`src/rtl/sort_window_filter.sv`:
```
// Sorted window of up to DEPTH samples (accumulate or sliding) with rank/median, MIN, MAX and occupancy.
// Array updates on the VALID edge, outputs register one edge later; accepts VALID every cycle, no stall.
module sort_window_filter #(
  parameter int DATA_WIDTH = 12,
  parameter int DEPTH      = 16,
  parameter bit SIGNED     = 1'b0,
  localparam int CW        = $clog2(DEPTH + 1)
) (
  input  logic                  CLK,
  input  logic                  RSTb,
  input  logic                  CLR,
  input  logic [DATA_WIDTH-1:0] DIN,
  input  logic                  VALID,
  input  logic                  MODE,
  input  logic                  USE_MEDIAN,
  input  logic [CW-1:0]         RANK_SEL,
  output logic [DATA_WIDTH-1:0] DOUT,
  output logic [DATA_WIDTH-1:0] MIN,
  output logic [DATA_WIDTH-1:0] MAX,
  output logic                  DO_VALID,
  output logic [CW-1:0]         N_CELLS,
  output logic                  FULL,
  output logic                  DROPPED
);

  typedef logic [DATA_WIDTH-1:0] data_t;
  typedef logic [CW-1:0]         cnt_t;

  data_t val_q [DEPTH];
  data_t val_d [DEPTH];
  cnt_t  age_q [DEPTH];
  cnt_t  age_d [DEPTH];
  cnt_t  cnt_q, cnt_d;
  logic  stb_q, drop_q;

  data_t r_val [DEPTH];
  cnt_t  r_age [DEPTH];
  cnt_t  r_cnt, pos, ev_idx;
  logic  full, take, accept, evict, found;

  data_t dout_q, min_q, max_q;
  cnt_t  n_q;
  logic  dov_q, full_q, dropped_q;
  data_t dout_sel, max_sel;
  cnt_t  last_idx, sel_idx;

  function automatic logic le(input data_t a, input data_t b);
    if (SIGNED) return $signed(a) <= $signed(b);
    else        return a <= b;
  endfunction

  function automatic cnt_t age_inc(input cnt_t a);
    return (a == CW'(DEPTH - 1)) ? a : a + CW'(1);
  endfunction

  always_comb begin
    full   = (cnt_q == CW'(DEPTH));
    take   = VALID && !CLR;
    accept = take && !(full && !MODE);
    evict  = accept && full;

    ev_idx = '0;
    found  = 1'b0;
    for (int i = 0; i < DEPTH; i++) begin
      if (!found && CW'(i) < cnt_q && age_q[i] == CW'(DEPTH - 1)) begin
        ev_idx = CW'(i);
        found  = 1'b1;
      end
    end

    // Retained array: evicted cell removed and the cells above it compacted down.
    for (int i = 0; i < DEPTH; i++) begin
      if (evict && CW'(i) >= ev_idx) begin
        r_val[i] = val_q[(i < DEPTH - 1) ? i + 1 : i];
        r_age[i] = age_q[(i < DEPTH - 1) ? i + 1 : i];
      end else begin
        r_val[i] = val_q[i];
        r_age[i] = age_q[i];
      end
    end
    r_cnt = cnt_q - CW'(evict);

    pos = '0;
    for (int i = 0; i < DEPTH; i++) begin
      if (CW'(i) < r_cnt && le(r_val[i], DIN)) pos = pos + CW'(1);
    end

    val_d = val_q;
    age_d = age_q;
    cnt_d = cnt_q;
    if (CLR) begin
      for (int i = 0; i < DEPTH; i++) begin
        val_d[i] = '0;
        age_d[i] = '0;
      end
      cnt_d = '0;
    end else if (accept) begin
      for (int i = 0; i < DEPTH; i++) begin
        if (CW'(i) < pos) begin
          val_d[i] = r_val[i];
          age_d[i] = age_inc(r_age[i]);
        end else if (CW'(i) == pos) begin
          val_d[i] = DIN;
          age_d[i] = '0;
        end else begin
          val_d[i] = r_val[(i > 0) ? i - 1 : 0];
          age_d[i] = age_inc(r_age[(i > 0) ? i - 1 : 0]);
        end
      end
      cnt_d = r_cnt + CW'(1);
    end
  end

  always_ff @(posedge CLK or negedge RSTb) begin
    if (!RSTb) begin
      for (int i = 0; i < DEPTH; i++) begin
        val_q[i] <= '0;
        age_q[i] <= '0;
      end
      cnt_q  <= '0;
      stb_q  <= 1'b0;
      drop_q <= 1'b0;
    end else begin
      val_q  <= val_d;
      age_q  <= age_d;
      cnt_q  <= cnt_d;
      stb_q  <= take;
      drop_q <= take && full && !MODE;
    end
  end

  always_comb begin
    last_idx = cnt_q - CW'(1);
    if (USE_MEDIAN)          sel_idx = last_idx >> 1;
    else if (RANK_SEL < cnt_q) sel_idx = RANK_SEL;
    else                     sel_idx = last_idx;
    dout_sel = '0;
    max_sel  = '0;
    for (int i = 0; i < DEPTH; i++) begin
      if (CW'(i) == sel_idx)  dout_sel = val_q[i];
      if (CW'(i) == last_idx) max_sel  = val_q[i];
    end
  end

  // Output stage samples the array one edge after it was updated.
  always_ff @(posedge CLK or negedge RSTb) begin
    if (!RSTb) begin
      dout_q    <= '0;
      min_q     <= '0;
      max_q     <= '0;
      n_q       <= '0;
      full_q    <= 1'b0;
      dov_q     <= 1'b0;
      dropped_q <= 1'b0;
    end else if (CLR) begin
      dout_q    <= '0;
      min_q     <= '0;
      max_q     <= '0;
      n_q       <= '0;
      full_q    <= 1'b0;
      dov_q     <= 1'b0;
      dropped_q <= 1'b0;
    end else begin
      dov_q     <= stb_q;
      dropped_q <= drop_q;
      if (stb_q) begin
        dout_q <= dout_sel;
        min_q  <= val_q[0];
        max_q  <= max_sel;
        n_q    <= cnt_q;
        full_q <= full;
      end
    end
  end

  assign DOUT     = dout_q;
  assign MIN      = min_q;
  assign MAX      = max_q;
  assign N_CELLS  = n_q;
  assign FULL     = full_q;
  assign DO_VALID = dov_q;
  assign DROPPED  = dropped_q;

endmodule

```
`config.mk`:
```
export PLATFORM = sky130hd
export DESIGN_NAME = sort_window_filter
export DESIGN_NICKNAME = d
export VERILOG_FILES = /design/src/rtl/sort_window_filter.sv
export SDC_FILE = /design/constraint.sdc
export NUM_CORES = 2
export LEC_CHECK = 0
export ABC_CLOCK_PERIOD_IN_PS = 14200
export CAP_MARGIN = 20
export CORE_UTILIZATION = 45
export CTS_BUF_LIST = sky130_fd_sc_hd__clkbuf_8
export CTS_CLUSTER_DIAMETER = 50
export DETAILED_ROUTE_END_ITERATION = 7
export PLACE_DENSITY = 0.71
export REMOVE_ABC_BUFFERS = 1
export SLEW_MARGIN = 20
export SYNTH_ARGS = -nofsm -noshare
export SYNTH_HDL_FRONTEND = slang
export SYNTH_SLANG_ARGS = --single-unit
```
`constraint.sdc`:
```
create_clock -name CLK -period 14.2 [get_ports CLK]
set_clock_uncertainty 0.1 [all_clocks]
set_input_delay 1.42 -clock CLK [delete_from_list [all_inputs] [get_ports CLK]]
set_output_delay 1.42 -clock CLK [all_outputs]
set_load 0.01 [all_outputs]
```
==> report_table.html <==
<table>
<tr><th>Metric</th><th>Value</th></tr>
<tr><th colspan="2">Run status</th></tr>
<tr><td>Outcome</td><td>finished, final reports clean</td></tr>
<tr><th colspan="2">Route</th></tr>
<tr><td>Overall via count from detail_route</td><td>34600</td></tr>
<tr><td>Final antenna-violating net count</td><td>0</td></tr>
<tr><td>Initial DRC count</td><td>5435</td></tr>
<tr><td>Detail-routed net length per standard cell</td><td>28.4 um</td></tr>
<tr><td>Via-per-instance ratio</td><td>6.69</td></tr>
<tr><td>Total wire length after detailed routing</td><td>147000 um</td></tr>
<tr><td>First-pass iteration count of the detailed router</td><td>7</td></tr>
<tr><td>Remaining routing DRC violations</td><td>0</td></tr>
<tr><th colspan="2">Yosys</th></tr>
<tr><td>Synth Flop Type</td><td>sky130_fd_sc_hd__dfrtp_1</td></tr>
<tr><td>EDFF count, synth</td><td>0</td></tr>
<tr><td>Proportion of register bits with asynchronous set or reset after synthesis</td><td>1.00</td></tr>
<tr><td>Top cells by area, synth</td><td>sky130_fd_sc_hd__dfrtp_1 (26%), sky130_fd_sc_hd__ha_1 (9.3%), sky130_fd_sc_hd__mux2i_1 (8.7%)</td></tr>
<tr><td>Synth Register Bits</td><td>323</td></tr>
<tr><td>Share of the synthesized area in the top cell type</td><td>0.255</td></tr>
<tr><td>Mean instance size in the synthesized netlist</td><td>8.37 um2</td></tr>
<tr><td>Number of cells produced by synthesis</td><td>3788</td></tr>
<tr><td>Post-synthesis cell type count</td><td>114</td></tr>
<tr><td>Area of the mapped netlist</td><td>31700 um2</td></tr>
<tr><td>Largest area contributor in the netlist</td><td>sky130_fd_sc_hd__dfrtp_1</td></tr>
<tr><td>Sequential fraction of the synthesis area</td><td>0.255</td></tr>
<tr><td>Warning count from the yosys run</td><td>0</td></tr>
<tr><th colspan="2">CTS</th></tr>
<tr><td>CTS clock-pin slew for the worst setup and hold paths</td><td>60 ps</td></tr>
<tr><td>CTS root buffer</td><td>sky130_fd_sc_hd__clkbuf_8</td></tr>
<tr><td>Clock tree from TritonCTS</td><td>done</td></tr>
<tr><td>Clock Path Buffers</td><td>3</td></tr>
<tr><td>Later-pin clock latency in the skew report</td><td>680 ps</td></tr>
<tr><td>Hold Buf Count CTS</td><td>0</td></tr>
<tr><td>Number of H-tree levels</td><td>3</td></tr>
<tr><td>Number of buffers inserted during clock tree synthesis</td><td>66</td></tr>
<tr><td>CTS sink cnt</td><td>323</td></tr>
<tr><th colspan="2">Timing</th></tr>
<tr><td>Minimum setup slack in the final design</td><td>287 ps</td></tr>
<tr><td>Number of failing hold endpoints at the final stage</td><td>0</td></tr>
<tr><td>Period utilization</td><td>0.980</td></tr>
<tr><td>Tmin final</td><td>13910 ps</td></tr>
<tr><td>Final worst hold slack</td><td>395 ps</td></tr>
<tr><td>Max-slew violations</td><td>0</td></tr>
<tr><td>Worst rel slew slack</td><td>0.164</td></tr>
<tr><td>Unrepaired setup endpoints after global routing</td><td>yes</td></tr>
<tr><td>Max Freq</td><td>71.9 MHz</td></tr>
<tr><td>Setup violators final</td><td>0</td></tr>
<tr><td>Measured slew at the worst slew-check pin</td><td>1250 ps</td></tr>
<tr><th colspan="2">Global routing</th></tr>
<tr><td>Total routing resource utilization after global routing</td><td>0.403</td></tr>
<tr><td>Wire length of the first global-routing pass</td><td>214000 um</td></tr>
<tr><td>Vias in the first global route</td><td>32100</td></tr>
<tr><td>Aggregate global routing overflow</td><td>0</td></tr>
<tr><td>Number of antenna violations at the first check in global routing</td><td>4</td></tr>
<tr><td>Pin count of the biggest net entering global routing</td><td>91</td></tr>
<tr><th colspan="2">Critical path</th></tr>
<tr><td>Sort of element at the end of the critical path</td><td>flop</td></tr>
<tr><td>Category of the most critical setup path</td><td>reg2reg</td></tr>
<tr><td>Count of buffer and inverter cells on the critical path</td><td>9</td></tr>
<tr><td>CP max FO</td><td>15</td></tr>
<tr><td>Worst EP arrival</td><td>14360 ps</td></tr>
<tr><td>Largest stage delay, worst path</td><td>440 ps</td></tr>
<tr><td>Cell with the most instances on the worst path</td><td>sky130_fd_sc_hd__ha_1</td></tr>
<tr><td>Cell at the slowest stage of the critical path</td><td>sky130_fd_sc_hd__or3b_4</td></tr>
<tr><td>CP Launch Type</td><td>flop</td></tr>
<tr><td>Req. time, crit path</td><td>14650 ps</td></tr>
<tr><td>Delay-heaviest family, CP</td><td>adder cells</td></tr>
<tr><th colspan="2">Place</th></tr>
<tr><td>GPL Wtd Cong</td><td>1.07</td></tr>
<tr><td>Worst slack at placement</td><td>-1290 ps</td></tr>
<tr><td>Hpwl dp</td><td>110000 um</td></tr>
<tr><td>Placed cell count</td><td>5008</td></tr>
<tr><td>Number of buffers added on ports</td><td>66</td></tr>
<tr><th colspan="2">Floorplan</th></tr>
<tr><td>Die height</td><td>267 um</td></tr>
<tr><td>Core ar.</td><td>69200 um2</td></tr>
<tr><td>Floorplan die area</td><td>71500 um2</td></tr>
<tr><td>Die width</td><td>267 um</td></tr>
<tr><td>Number of rows in the core area</td><td>96</td></tr>
<tr><td>Initial Utilization</td><td>0.458</td></tr>
<tr><td>Boundary pin count</td><td>67</td></tr>
<tr><th colspan="2">Layout</th></tr>
<tr><td>Number of inserted filler cells in the final layout</td><td>6391</td></tr>
<tr><td>Non-Filler Instances</td><td>5167</td></tr>
<tr><td>Share of the core filled with cells in the final layout</td><td>0.561</td></tr>
<tr><td>FF/Latch Area</td><td>8080 um2</td></tr>
<tr><td>Final net count</td><td>4442</td></tr>
<tr><td>Footprint of the multi-input gates</td><td>22700 um2</td></tr>
<tr><td>Share of layout cells above drive strength 1</td><td>0.224</td></tr>
<tr><td>Layout area overhead</td><td>22.5%</td></tr>
<tr><th colspan="2">Power and ir drop</th></tr>
<tr><td>Leakage</td><td>18.1 nW</td></tr>
<tr><td>Peak VDD IR</td><td>0.0817 mV</td></tr>
<tr><td>PwrDens</td><td>89.5 nW/um2</td></tr>
<tr><td>Total Power Consumption</td><td>3.47 mW</td></tr>
<tr><th colspan="2">Worst hold path</th></tr>
<tr><td>Hold/Removal Path Class</td><td>reg2reg</td></tr>
<tr><th colspan="2">Run</th></tr>
<tr><td>Count of max-cap constraint violations</td><td>0</td></tr>
</table>
worst paths after layout:
| check | slack (ps) | cells after the start | startpoint | to |
|---|---|---|---|---|
| min in group asynchronous | 640 | 1 | RSTb | age_q[68]$_DFFE_PN0P_ |
| max in group asynchronous | 11420 | 3 | RSTb | N_CELLS[0]$_DFFE_PN0P_ |
| hold reg to reg | 400 | 1 | drop_q$_DFF_PN0_ | DROPPED$_DFF_PN0_ |
| hold / removal | 400 | 1 | drop_q$_DFF_PN0_ | DROPPED$_DFF_PN0_ |
| setup reg to reg | 290 | 75 | age_q[58]$_DFFE_PN0P_ | age_q[58]$_DFFE_PN0P_ |
| setup / recovery | 290 | 75 | age_q[58]$_DFFE_PN0P_ | age_q[58]$_DFFE_PN0P_ |
metrics by stage:
| stage | cell area (um2) | TNS (ps) |
|---|---|---|
| 2_1_floorplan | 30700 | -1491790 |
| 3_3_place_gp | 36500 | -178280 |
| 3_5_place_dp | 36500 | -255510 |
| 4_1_cts | 38200 | 0 |
| 5_1_grt | 38800 | -17790 |
| 6_report | 38800 | 0 |
where the power goes:
part	total [mW]	internal, mW	switching, mW
clock network	1.02	0.543	0.478
registers	1.12	0.990	0.127
logic	1.34	0.548	0.787
total	3.47	2.08	1.39
worst register-to-register path: cells and delay by family (launching register included):
kind	cells	cell delay [ps]
adder cells (fa/ha/maj)	15	3980
AO/OA/AOI/OAI	21	3540
AND/OR/NAND/NOR	25	3270
multiplexers	5	1520
buffers and inverters	9	1010
flip-flops	1	380
layer usage:
layer  GRT usage  wire length, um  vias up
li1            -                -    15100
met1       0.539            59100    16700
met2       0.584            60400     2319
met3       0.101            17600      488
met4       0.235             9840        2
met5           0               12        -
placed cells by master (no fill, tap or decap), types with 26 or more instances in the layout:
cell type	instances
sky130_fd_sc_hd__a211oi_1	26
sky130_fd_sc_hd__a21o_1	33
sky130_fd_sc_hd__a21oi_1	175
sky130_fd_sc_hd__a221o_1	32
sky130_fd_sc_hd__a221oi_1	48
sky130_fd_sc_hd__a22o_1	33
sky130_fd_sc_hd__a22oi_1	57
sky130_fd_sc_hd__a31oi_1	33
sky130_fd_sc_hd__and3_1	45
sky130_fd_sc_hd__buf_12	32
sky130_fd_sc_hd__buf_4	471
sky130_fd_sc_hd__clkbuf_8	79
sky130_fd_sc_hd__clkdlybuf4s50_1	62
sky130_fd_sc_hd__dfrtp_1	322
sky130_fd_sc_hd__ha_1	225
sky130_fd_sc_hd__inv_1	170
sky130_fd_sc_hd__mux2_2	158
sky130_fd_sc_hd__mux2i_1	276
sky130_fd_sc_hd__nand2_1	415
sky130_fd_sc_hd__nand2b_1	29
sky130_fd_sc_hd__nand3_1	148
sky130_fd_sc_hd__nand4_1	49
sky130_fd_sc_hd__nor2_1	271
sky130_fd_sc_hd__nor2b_1	26
sky130_fd_sc_hd__nor3_1	46
sky130_fd_sc_hd__o211ai_1	77
sky130_fd_sc_hd__o21ai_0	197
sky130_fd_sc_hd__o21ai_1	53
sky130_fd_sc_hd__o221ai_1	81
sky130_fd_sc_hd__o31ai_1	39
sky130_fd_sc_hd__xnor2_1	46
Yosys cell counts, types with 49 or more instances:
cell type	number
sky130_fd_sc_hd__inv_1	149
sky130_fd_sc_hd__o21ai_0	208
sky130_fd_sc_hd__dfrtp_1	323
sky130_fd_sc_hd__nand4_1	49
sky130_fd_sc_hd__mux2_2	164
sky130_fd_sc_hd__nand2_1	423
sky130_fd_sc_hd__o221ai_1	82
sky130_fd_sc_hd__nand3_1	152
sky130_fd_sc_hd__nor2_1	282
sky130_fd_sc_hd__o211ai_1	77
sky130_fd_sc_hd__a22oi_1	59
sky130_fd_sc_hd__clkbuf_1	187
sky130_fd_sc_hd__nor3_1	50
sky130_fd_sc_hd__a21oi_1	190
sky130_fd_sc_hd__ha_1	235
sky130_fd_sc_hd__mux2i_1	276
area by class of cell:
class / count / area share
clock buffers: 79 / 0.0280
flip-flops and latches: 323 / 0.208
clock inverters: 39 / 0.00616
multi-input cells: 3062 / 0.584
diodes: 2 / 0.000129
well taps: 931 / 0.0300
inverters: 151 / 0.0146
repair buffers: 580 / 0.128
repair_timing:
action / 4_1_cts / 5_1_grt
endpoints found under the setup margin: 272 / 272
buffers inserted: 24 / 16
pin swaps: 17 / 41
gates resized for setup: 44 / 95
cloned: 1 / 2
kinds of logic (layout without fill, tap and decap cells):
logic type	Yosys count	after routing	synth area share
xor+xnor	84	84	0.0307
mux	445	445	0.149
other cells	0	2	0
simple gates	1204	1204	0.181
buf+inv	403	849	0.0504
flops	323	323	0.255
compound gates	1094	1094	0.242
fa+ha+maj	235	235	0.0928
sequential cells by signal (all words and copies together) (netlist names):
signal and cells:
DO_VALID 1, N_CELLS 5, MIN 12, age_q 80
MAX 12, DROPPED 1, val_q 180, drop_q 1
cnt_q 5, DOUT 12, FULL 1, stb_q 1
r_val 12
(Power assumes the default switching activity.)
